### config.mk
export PLATFORM = sky130hd
export DESIGN_NAME = cmd_fetch
export DESIGN_NICKNAME = d
export VERILOG_FILES = /design/src/rtl/cmd_fetch.sv
export SDC_FILE = /design/constraint.sdc
export NUM_CORES = 1
export LEC_CHECK = 0
export ABC_AREA = 1
export BUFFER_PORTS_ARGS = -buffer_cell sky130_fd_sc_hd__buf_4
export CAP_MARGIN = 20
export CORE_ASPECT_RATIO = 0.8
export CORE_MARGIN = 1.5
export CORE_UTILIZATION = 30
export CTS_CLUSTER_DIAMETER = 60
export CTS_CLUSTER_SIZE = 14
export DETAILED_ROUTE_END_ITERATION = 8
export MAX_ROUTING_LAYER = met4
export PLACE_DENSITY_LB_ADDON = 0.25
export RECOVER_POWER = 25
export SYNTH_ARGS = -nofsm -noshare
export SYNTH_HDL_FRONTEND = slang
export SYNTH_SLANG_ARGS = --single-unit
### constraint.sdc
create_clock -name clk -period 3.2 [get_ports clk]
set_clock_uncertainty 0.1 [all_clocks]
set_input_delay 0.64 -clock clk [delete_from_list [all_inputs] [get_ports clk]]
set_output_delay 0.64 -clock clk [all_outputs]
set_load 0.02 [all_outputs]
### src/rtl/cmd_fetch.sv
// Command fetch stage: issues one SDRAM read burst per scheduler request and
// streams the returned command words to the scheduler, tracking the command index.
module cmd_fetch #(
  parameter int unsigned CMD_BURST_LEN = 8,
  parameter logic [29:0] CMD_BASE_ADDR = 30'h000_0000
) (
  input  logic        clk,
  input  logic        rst,
  input  logic        fetch_restart,
  input  logic [6:0]  cmd_size,
  input  logic        dma_p1_reads_en,
  output logic [31:0] cmd,
  output logic        dma_p1_ob_we,
  output logic        mem_cmd_en,
  output logic [2:0]  mem_cmd_instr,
  output logic [5:0]  mem_cmd_bl,
  output logic [29:0] mem_cmd_byte_addr,
  input  logic        mem_cmd_full,
  output logic        mem_rd_en,
  input  logic [31:0] mem_rd_data,
  input  logic        mem_rd_empty,
  output logic [6:0]  cmd_idx,
  output logic        fetch_busy,
  output logic        fetch_overrun
);

  typedef enum logic [1:0] {StIdle, StIssue, StRead, StFlush} state_e;

  localparam logic [6:0]  LastWord   = 7'(CMD_BURST_LEN - 1);
  localparam logic [29:0] BurstBytes = 30'(CMD_BURST_LEN * 4);

  state_e      state_q, state_d;
  logic        reads_en_q;
  logic        pending_q, pending_d;
  logic        restart_pend_q, restart_pend_d;
  logic [6:0]  word_cnt_q, word_cnt_d;
  logic [6:0]  cmd_idx_q, cmd_idx_d;
  logic        overrun_q, overrun_d;
  logic [31:0] cmd_q, cmd_d;
  logic        ob_we_q, ob_we_d;
  logic        busy_q;

  logic        req_rise;
  logic        last_pop;
  logic        withdraw;
  logic        restart_any;
  logic [29:0] burst_addr;

  assign req_rise    = dma_p1_reads_en & ~reads_en_q;
  assign last_pop    = (word_cnt_q == LastWord);
  // A withdrawn request or a restart turns the rest of the burst into a silent drain.
  assign withdraw    = ~dma_p1_reads_en | fetch_restart;
  assign restart_any = restart_pend_q | fetch_restart;
  assign burst_addr  = CMD_BASE_ADDR + 30'(cmd_idx_q) * BurstBytes;

  always_comb begin
    state_d           = state_q;
    pending_d         = pending_q;
    restart_pend_d    = restart_pend_q;
    word_cnt_d        = word_cnt_q;
    cmd_idx_d         = cmd_idx_q;
    overrun_d         = overrun_q;
    cmd_d             = cmd_q;
    ob_we_d           = 1'b0;
    mem_cmd_en        = 1'b0;
    mem_cmd_byte_addr = '0;
    mem_rd_en         = 1'b0;

    // Restart drops any request seen in the same cycle.
    if (fetch_restart) begin
      pending_d = 1'b0;
    end else if (req_rise && (state_q != StIdle)) begin
      pending_d = 1'b1;
    end

    unique case (state_q)
      StIdle: begin
        if (fetch_restart) begin
          cmd_idx_d = '0;
          overrun_d = 1'b0;
        end else if (req_rise || pending_q) begin
          pending_d = 1'b0;
          if (cmd_idx_q < cmd_size) begin
            state_d = StIssue;
          end else begin
            overrun_d = 1'b1;
          end
        end
      end

      StIssue: begin
        mem_cmd_byte_addr = burst_addr;
        if (fetch_restart) begin
          cmd_idx_d = '0;
          overrun_d = 1'b0;
          state_d   = StIdle;
        end else if (!mem_cmd_full) begin
          mem_cmd_en = 1'b1;
          word_cnt_d = '0;
          state_d    = StRead;
        end
      end

      StRead, StFlush: begin
        mem_rd_en = ~mem_rd_empty;
        if (fetch_restart) begin
          restart_pend_d = 1'b1;
        end
        if (mem_rd_en) begin
          word_cnt_d = word_cnt_q + 7'd1;
          if ((state_q == StRead) && !withdraw) begin
            ob_we_d = 1'b1;
            cmd_d   = mem_rd_data;
          end
        end
        if (mem_rd_en && last_pop) begin
          state_d = StIdle;
          if ((state_q == StRead) && !withdraw) begin
            cmd_idx_d = cmd_idx_q + 7'd1;
          end else if (restart_any) begin
            cmd_idx_d      = '0;
            overrun_d      = 1'b0;
            restart_pend_d = 1'b0;
          end
        end else if (withdraw) begin
          state_d = StFlush;
        end
      end

      default: state_d = StIdle;
    endcase
  end

  always_ff @(posedge clk) begin
    if (rst) begin
      state_q        <= StIdle;
      reads_en_q     <= 1'b0;
      pending_q      <= 1'b0;
      restart_pend_q <= 1'b0;
      word_cnt_q     <= '0;
      cmd_idx_q      <= '0;
      overrun_q      <= 1'b0;
      cmd_q          <= '0;
      ob_we_q        <= 1'b0;
      busy_q         <= 1'b0;
    end else begin
      state_q        <= state_d;
      reads_en_q     <= dma_p1_reads_en;
      pending_q      <= pending_d;
      restart_pend_q <= restart_pend_d;
      word_cnt_q     <= word_cnt_d;
      cmd_idx_q      <= cmd_idx_d;
      overrun_q      <= overrun_d;
      cmd_q          <= cmd_d;
      ob_we_q        <= ob_we_d;
      busy_q         <= (state_d != StIdle);
    end
  end

  assign cmd           = cmd_q;
  assign dma_p1_ob_we  = ob_we_q;
  assign mem_cmd_instr = 3'b001;
  assign mem_cmd_bl    = 6'(CMD_BURST_LEN - 1);
  assign cmd_idx       = cmd_idx_q;
  assign fetch_busy    = busy_q;
  assign fetch_overrun = overrun_q;

endmodule
==> results of run 1 <==
-- cell families (layout without fill, tap and decap cells) --
family | Yosys count | count (layout) | share of synthesized area [%]
XOR/XNOR | 3 | 3 | 0.919
flip-flops | 54 | 54 | 37.8
AND/OR/NAND/NOR | 175 | 175 | 28.3
adder cells (fa/ha/maj) | 8 | 8 | 3.50
buffers and inverters | 93 | 150 | 18.2
AO/OA/AOI/OAI | 61 | 61 | 11.1
other | 2 | 32 | 0.263
-- power groups by stage --
stage | registers [mW] | logic, mW | clock network, mW
floorplan | 0.699 | 0.115 | 0
global placement | 0.696 | 0.150 | 0
detailed placement | 0.696 | 0.150 | 0
CTS | 0.680 | 0.150 | 0.565
global route | 0.681 | 0.160 | 0.596
finish | 0.680 | 0.147 | 0.541
-- metrics by stage --
step	hold slack (ps)	instance area, um2	worst slack (ps)
finish	351	3550	939
global route	376	3550	837
CTS	360	3640	916
detailed placement	348	3500	926
global placement	343	3500	999
floorplan	357	2970	1390
-- layer usage --
layer | track usage, % | share of wire (%) | vias to the layer above
li1 | - | - | 1365
met1 | 19.2 | 49 | 1179
met2 | 22.2 | 44 | 76
met3 | 3.49 | 5.7 | 6
met4 | 3.90 | 1.1 | 0
met5 | - | 0 | -
-- registers in the layout (all words and copies together) (netlist names) --
register and cells:
word_cnt_q 7, reads_en_q 1, cmd_idx 7, fetch_busy 1, dma_p1_ob_we 1, fetch_overrun 1, restart_pend_q 1, state_q 2
cmd 32, pending_q 1
-- tightest hold or removal path, stage by stage, from the launching register on --
cell     delay, ps
dfxtp_1        310
inv_1           50
a21oi_1         50
-- placed cells by master (no fill, tap or decap), drive strengths merged --
cell | synthesis | routed
nand2 | 94 | 94
buf | 41 | 72
dfxtp | 54 | 54
a21oi | 46 | 46
inv | 45 | 45
nand3 | 40 | 40
nor2 | 33 | 33
conb | 2 | 32
clkbuf | 6 | 29
o21ai | 12 | 12
ha | 8 | 8
nand4 | 6 | 6
xor2 | 3 | 3
clkinv | 1 | 3
o21bai | 2 | 2
a21boi | 1 | 1
nor3 | 1 | 1
nor4 | 1 | 1
clkinvlp | 0 | 1
-- layout make-up --
cell class	count	area (um2)	share of cell area, %
multi-input combinational	279	1370	38.6
sequential	54	1080	30.4
timing repair buffer	96	631	17.7
inverter	46	180	5.07
tap	115	144	4.05
clock buffer	5	125	3.52
clock inverter	3	21.3	0.598
-- worst max path at each step --
stage | from | endpoint | slack, ps | cells past startpoint
finish | state_q[1]$_SDFF_PP0_ | mem_cmd_en | 940 | 6
global route | state_q[1]$_SDFF_PP0_ | mem_cmd_en | 840 | 6
CTS | state_q[1]$_SDFF_PP0_ | mem_cmd_en | 920 | 6
detailed placement | fetch_restart | cmd[7]$_SDFFE_PP0P_ | 930 | 7
global placement | fetch_restart | cmd[26]$_SDFFE_PP0P_ | 1000 | 7
floorplan | mem_rd_empty | mem_rd_en | 1390 | 3
==> flow_metrics.py, run 1 <==
metrics = {
    "outcome": {
        "outcome": "finished, violations left",
        "violations": "design-rule violations",
    },
    "setup_path": {
        "slowest_delay_ps": 610,
        "path_max_fanout": 9,
        "crit_path_cell_trace": "inv_8, nand2_4, nor2_4, nand2_2, inv_1, buf_4",
        "path_delay_family": "flip-flops",
        "cp_data_required_time_ps": 2460,
        "path_class": "flop to output pin",
        "end_kind": "output pin",
        "critPathBufInv": 3,
        "r2r_setup_slack_ps": 1240,
        "cp_data_arrival_time_ps": 1520,
        "worst_path_max_delay_cell": "dfxtp_1",
        "r2r.worst_path.cells": 5,
        "regToRegEndpoint": "cmd[7]$_SDFFE_PP0P_",
        "critPathLaunchType": "flop",
        "rr_startpoint": "state_q[1]$_SDFF_PP0_",
    },
    "synthesis": {
        "synthesis.area_um2": 2860,
        "synth_largest_type_area_fraction_pct": 37.8,
        "ys_ff_latch": 54,
        "synthTopCellsByArea": "dfxtp_1, nand2_1, buf_4, a21oi_1, nand3_1",
        "yosysWarnings": 0,
        "synth_edf_count": 0,
        "synth.cells.most_frequent": "nand2_1, dfxtp_1, a21oi_1, inv_1, nand3_1",
        "yosysTopAreaCell": "dfxtp_1",
        "yosysMostFrequentCell": "nand2_1",
        "yosysSeqAreaShare_pct": 37.8,
        "synth_cell_type_count": 30,
        "syn_inst": 396,
        "async_reset_ff_share_pct": 0,
        "ys_dominant_reg_cell": "dfxtp_1",
        "avgSynthCellArea_um2": 7.22,
    },
    "timing": {
        "final_hold_viol_count": 0,
        "finalSetupViolCount": 0,
        "period_minus_slack_ps": 2260,
        "slew_violations": 0,
        "finalSetupTns_ps": 0,
        "tightest_slew_ps": 533,
        "maxSlewHeadroom_pct": 64.5,
        "timing.final.crit_share_pct": 70.7,
        "fmaxAchievable_ghz": 0.442,
        "rsz0062_at_grt": "no",
    },
    "cells_and_area": {
        "nets": 535,
        "final_util_pct": 38.8,
        "instances_no_fill": 598,
        "n_antenna_cell": 0,
        "drive_above_1_share_pct": 19.7,
        "fill_cells": 1009,
        "syn_to_final_growth_pct": 24.3,
    },
    "clock_tree": {
        "path_clk_slew_ps": 70,
        "ctsResizeCount": 0,
        "cts_root_buf": "clkbuf_16",
        "clock_latency_ps": 290,
        "clock-sinks": 54,
        "hold_buffers": 0,
        "cts_setup_buffers": 0,
        "numCtsBuffers": 5,
        "cts_buffer_depth": 2,
        "htreeDepth": 2,
        "cts_tree": "yes",
    },
    "placed_design": {
        "hpwlAfterDp_um": 5270,
        "placed_cells": 590,
        "io_buffers": 95,
        "gp_congestion": 0.793,
    },
    "die": {
        "die_area_um2": 10100,
        "rows": 31,
        "die_x_um": 112,
        "initial_core_util_pct": 31.2,
        "ios": 128,
        "coreArea_um2": 9150,
        "die_h_um": 90.3,
    },
    "power": {
        "p_sw_mw": 0.350,
        "power.density_nw_per_um2": 385,
        "total_power_mw": 1.37,
        "seqPwrFrac_pct": 49.7,
        "leakagePower_nw": 1.61,
        "ir_drop_uv": 196,
        "share_comb_of_total_power_pct": 10.7,
        "clockPowerShare_pct": 39.6,
        "internal_power_mw": 1.02,
        "power.share.switching_pct": 25.6,
    },
    "global_routing": {
        "grtUsageTotal_pct": 14.5,
        "grt_max_degree": 49,
        "grt_pass1_wl_um": 11800,
        "grt_pass1_vias": 2440,
        "antenna_found_initial": 0,
        "gr-total-overflow": 0,
    },
    "drt": {
        "post-route-drc-count": 20,
        "ant_nets": 0,
        "via_per_inst": 4.39,
        "drt_iter0_drc": 127,
        "routed_wl_um": 7210,
        "dr.pass1.iters": 6,
        "wire_per_inst_um": 12.1,
        "vias": 2626,
    },
    "run": {
        "drv_cap": 0,
    },
    "min_path": {
        "hold_end": "fetch_overrun$_SDFFE_PP0P_",
        "holdCritStartpoint": "fetch_overrun$_SDFFE_PP0P_",
        "hold_path.class": "flop to flop",
        "worstHoldPathCells": 2,
    },
}
(Power assumes the default switching activity.)
==> run 2: changes to the inputs <==
- clock period: 3.2 -> 1.9 ns (I/O delays scaled with it)
==> flow_metrics.py, run 2 (synthesis gave the netlist of run 1 again) <==
metrics = {
    "clock_tree": {
        "cts_tree": "yes",
        "numCtsBuffers": 5,
        "cts_root_buf": "clkbuf_16",
        "htreeDepth": 2,
        "path_clk_slew_ps": 70,
        "clock-sinks": 54,
        "clock_latency_ps": 290,
        "cts_buffer_depth": 2,
        "cts_setup_buffers": 0,
    },
    "timing": {
        "rsz0062_at_grt": "no",
        "finalSetupViolCount": 0,
        "period_minus_slack_ps": 1770,
        "finalSetupTns_ps": 0,
        "final_hold_viol_count": 0,
        "timing.final.ws_setup_ps": 132,
        "tightest_slew_ps": 1090,
        "slew_violations": 0,
        "maxSlewHeadroom_pct": 27.0,
        "timing.final.crit_share_pct": 93.0,
        "hold_slack_ps": 215,
        "fmaxAchievable_ghz": 0.566,
    },
    "power": {
        "power.density_nw_per_um2": 669,
        "ir_drop_uv": 308,
        "p_sw_mw": 0.580,
        "leakagePower_nw": 1.66,
        "total_power_mw": 2.44,
        "power.share.switching_pct": 23.8,
        "share_comb_of_total_power_pct": 10.4,
        "clockPowerShare_pct": 42.5,
        "seqPwrFrac_pct": 47.1,
        "internal_power_mw": 1.86,
    },
    "cells_and_area": {
        "nets": 544,
        "final_util_pct": 39.8,
        "largest_reg_flops": 32,
        "stdcell_area_um2": 3640,
        "drive_above_1_share_pct": 21.3,
        "n_antenna_cell": 0,
        "syn_to_final_growth_pct": 27.3,
        "final_cell_mix": "nand2_1, buf_4, dfxtp_1, a21oi_1, inv_1",
        "layout_commonest_cell": "nand2_1",
        "fill_cells": 960,
        "instances_no_fill": 607,
    },
    "min_path": {
        "hold_end": "pending_q$_SDFF_PP0_",
        "holdCritStartpoint": "fetch_restart",
        "worstHoldPathCells": 2,
        "hold_path.class": "input pin to flop",
    },
    "global_routing": {
        "grt_pass1_vias": 2482,
        "grtUsageTotal_pct": 14.7,
        "antenna_found_initial": 0,
        "gr-total-overflow": 0,
        "grt_max_degree": 34,
        "grt_pass1_wl_um": 11900,
    },
    "die": {
        "rows": 31,
        "initial_core_util_pct": 31.2,
        "die_h_um": 90.3,
        "die_x_um": 112,
        "coreArea_um2": 9150,
        "die_area_um2": 10100,
        "ios": 128,
    },
    "drt": {
        "post-route-drc-count": 20,
        "wire_per_inst_um": 11.6,
        "dr.pass1.iters": 6,
        "routed_wl_um": 7030,
        "drt_iter0_drc": 130,
        "wl_met3_um": 360,
        "vias": 2638,
        "ant_nets": 0,
        "wl_met2_um": 3110,
        "top_layer": "met4",
        "met1_length_um": 3480,
        "via_per_inst": 4.35,
    },
    "setup_path": {
        "r2r.worst_path.cells": 9,
        "end_kind": "output pin",
        "rr_startpoint": "word_cnt_q[0]$_SDFFE_PP0P_",
        "critPathLaunchType": "flop",
        "cp_data_required_time_ps": 1420,
        "cp_data_arrival_time_ps": 1290,
        "regToRegEndpoint": "cmd_idx[6]$_SDFFE_PP0P_",
        "r2r_setup_slack_ps": 290,
        "path_class": "flop to output pin",
        "path_max_fanout": 9,
    },
    "run": {
        "drv_cap": 0,
    },
    "placed_design": {
        "io_buffers": 95,
        "hpwlAfterDp_um": 5400,
        "pre_cts_slack_ps": 252,
        "gp_congestion": 0.806,
        "placed_cells": 599,
        "placed_area_um2": 3570,
    },
    "outcome": {
        "outcome": "finished, violations left",
        "violations": "design-rule violations",
    },
}
run 2: what timing repair did:
action                                  CTS  global route
endpoints found under the setup margin    1             1
resized for setup                         1             1
hold buffers                              0             0
pin swaps                                 0             0
endpoints found under the hold margin     0             0
run 2: how the worst max path moves through the flow:
stage                            startpoint                    endpoint  slack (ps)  cells after the start
global route          state_q[1]$_SDFF_PP0_                  mem_cmd_en          30                      6
floorplan           cmd_idx[2]$_SDFFE_PP0P_  fetch_overrun$_SDFFE_PP0P_         440                      7
global placement      state_q[1]$_SDFF_PP0_                  mem_cmd_en         300                      6
detailed placement            fetch_restart        cmd[20]$_SDFFE_PP0P_         250                      7
finish                state_q[1]$_SDFF_PP0_                  mem_cmd_en         130                      6
CTS                   state_q[1]$_SDFF_PP0_                  mem_cmd_en          50                      6
run 2: power groups by stage:
stage / clock, mW / combinational [mW] / sequential, mW
finish: 1.04 / 0.254 / 1.15
global route: 1.13 / 0.280 / 1.15
CTS: 1.08 / 0.257 / 1.15
detailed placement: 0 / 0.257 / 1.17
global placement: 0 / 0.255 / 1.17
floorplan: 0 / 0.195 / 1.18
run 2: worst max-delay path: stages (launching register included):
cell	delay, ps
dfxtp_2	370
inv_8	90
nand2_4	90
nor2_4	110
nand2_2	90
inv_2	90
buf_4	140
run 2: metal layers:
layer	up-vias	track usage (%)
li1	1388	-
met1	1170	20.3
met2	71	21.3
met3	9	3.22
met4	0	4.64
met5	-	-
run 2: cell type report:
class | instances | area (um2) | area share (%)
multi-input combinational | 279 | 1370 | 37.7
sequential | 54 | 1080 | 29.7
timing repair buffer | 105 | 694 | 19.1
inverter | 46 | 180 | 4.95
tap | 115 | 144 | 3.95
clock buffer | 5 | 125 | 3.44
clock inverter | 3 | 43.8 | 1.20
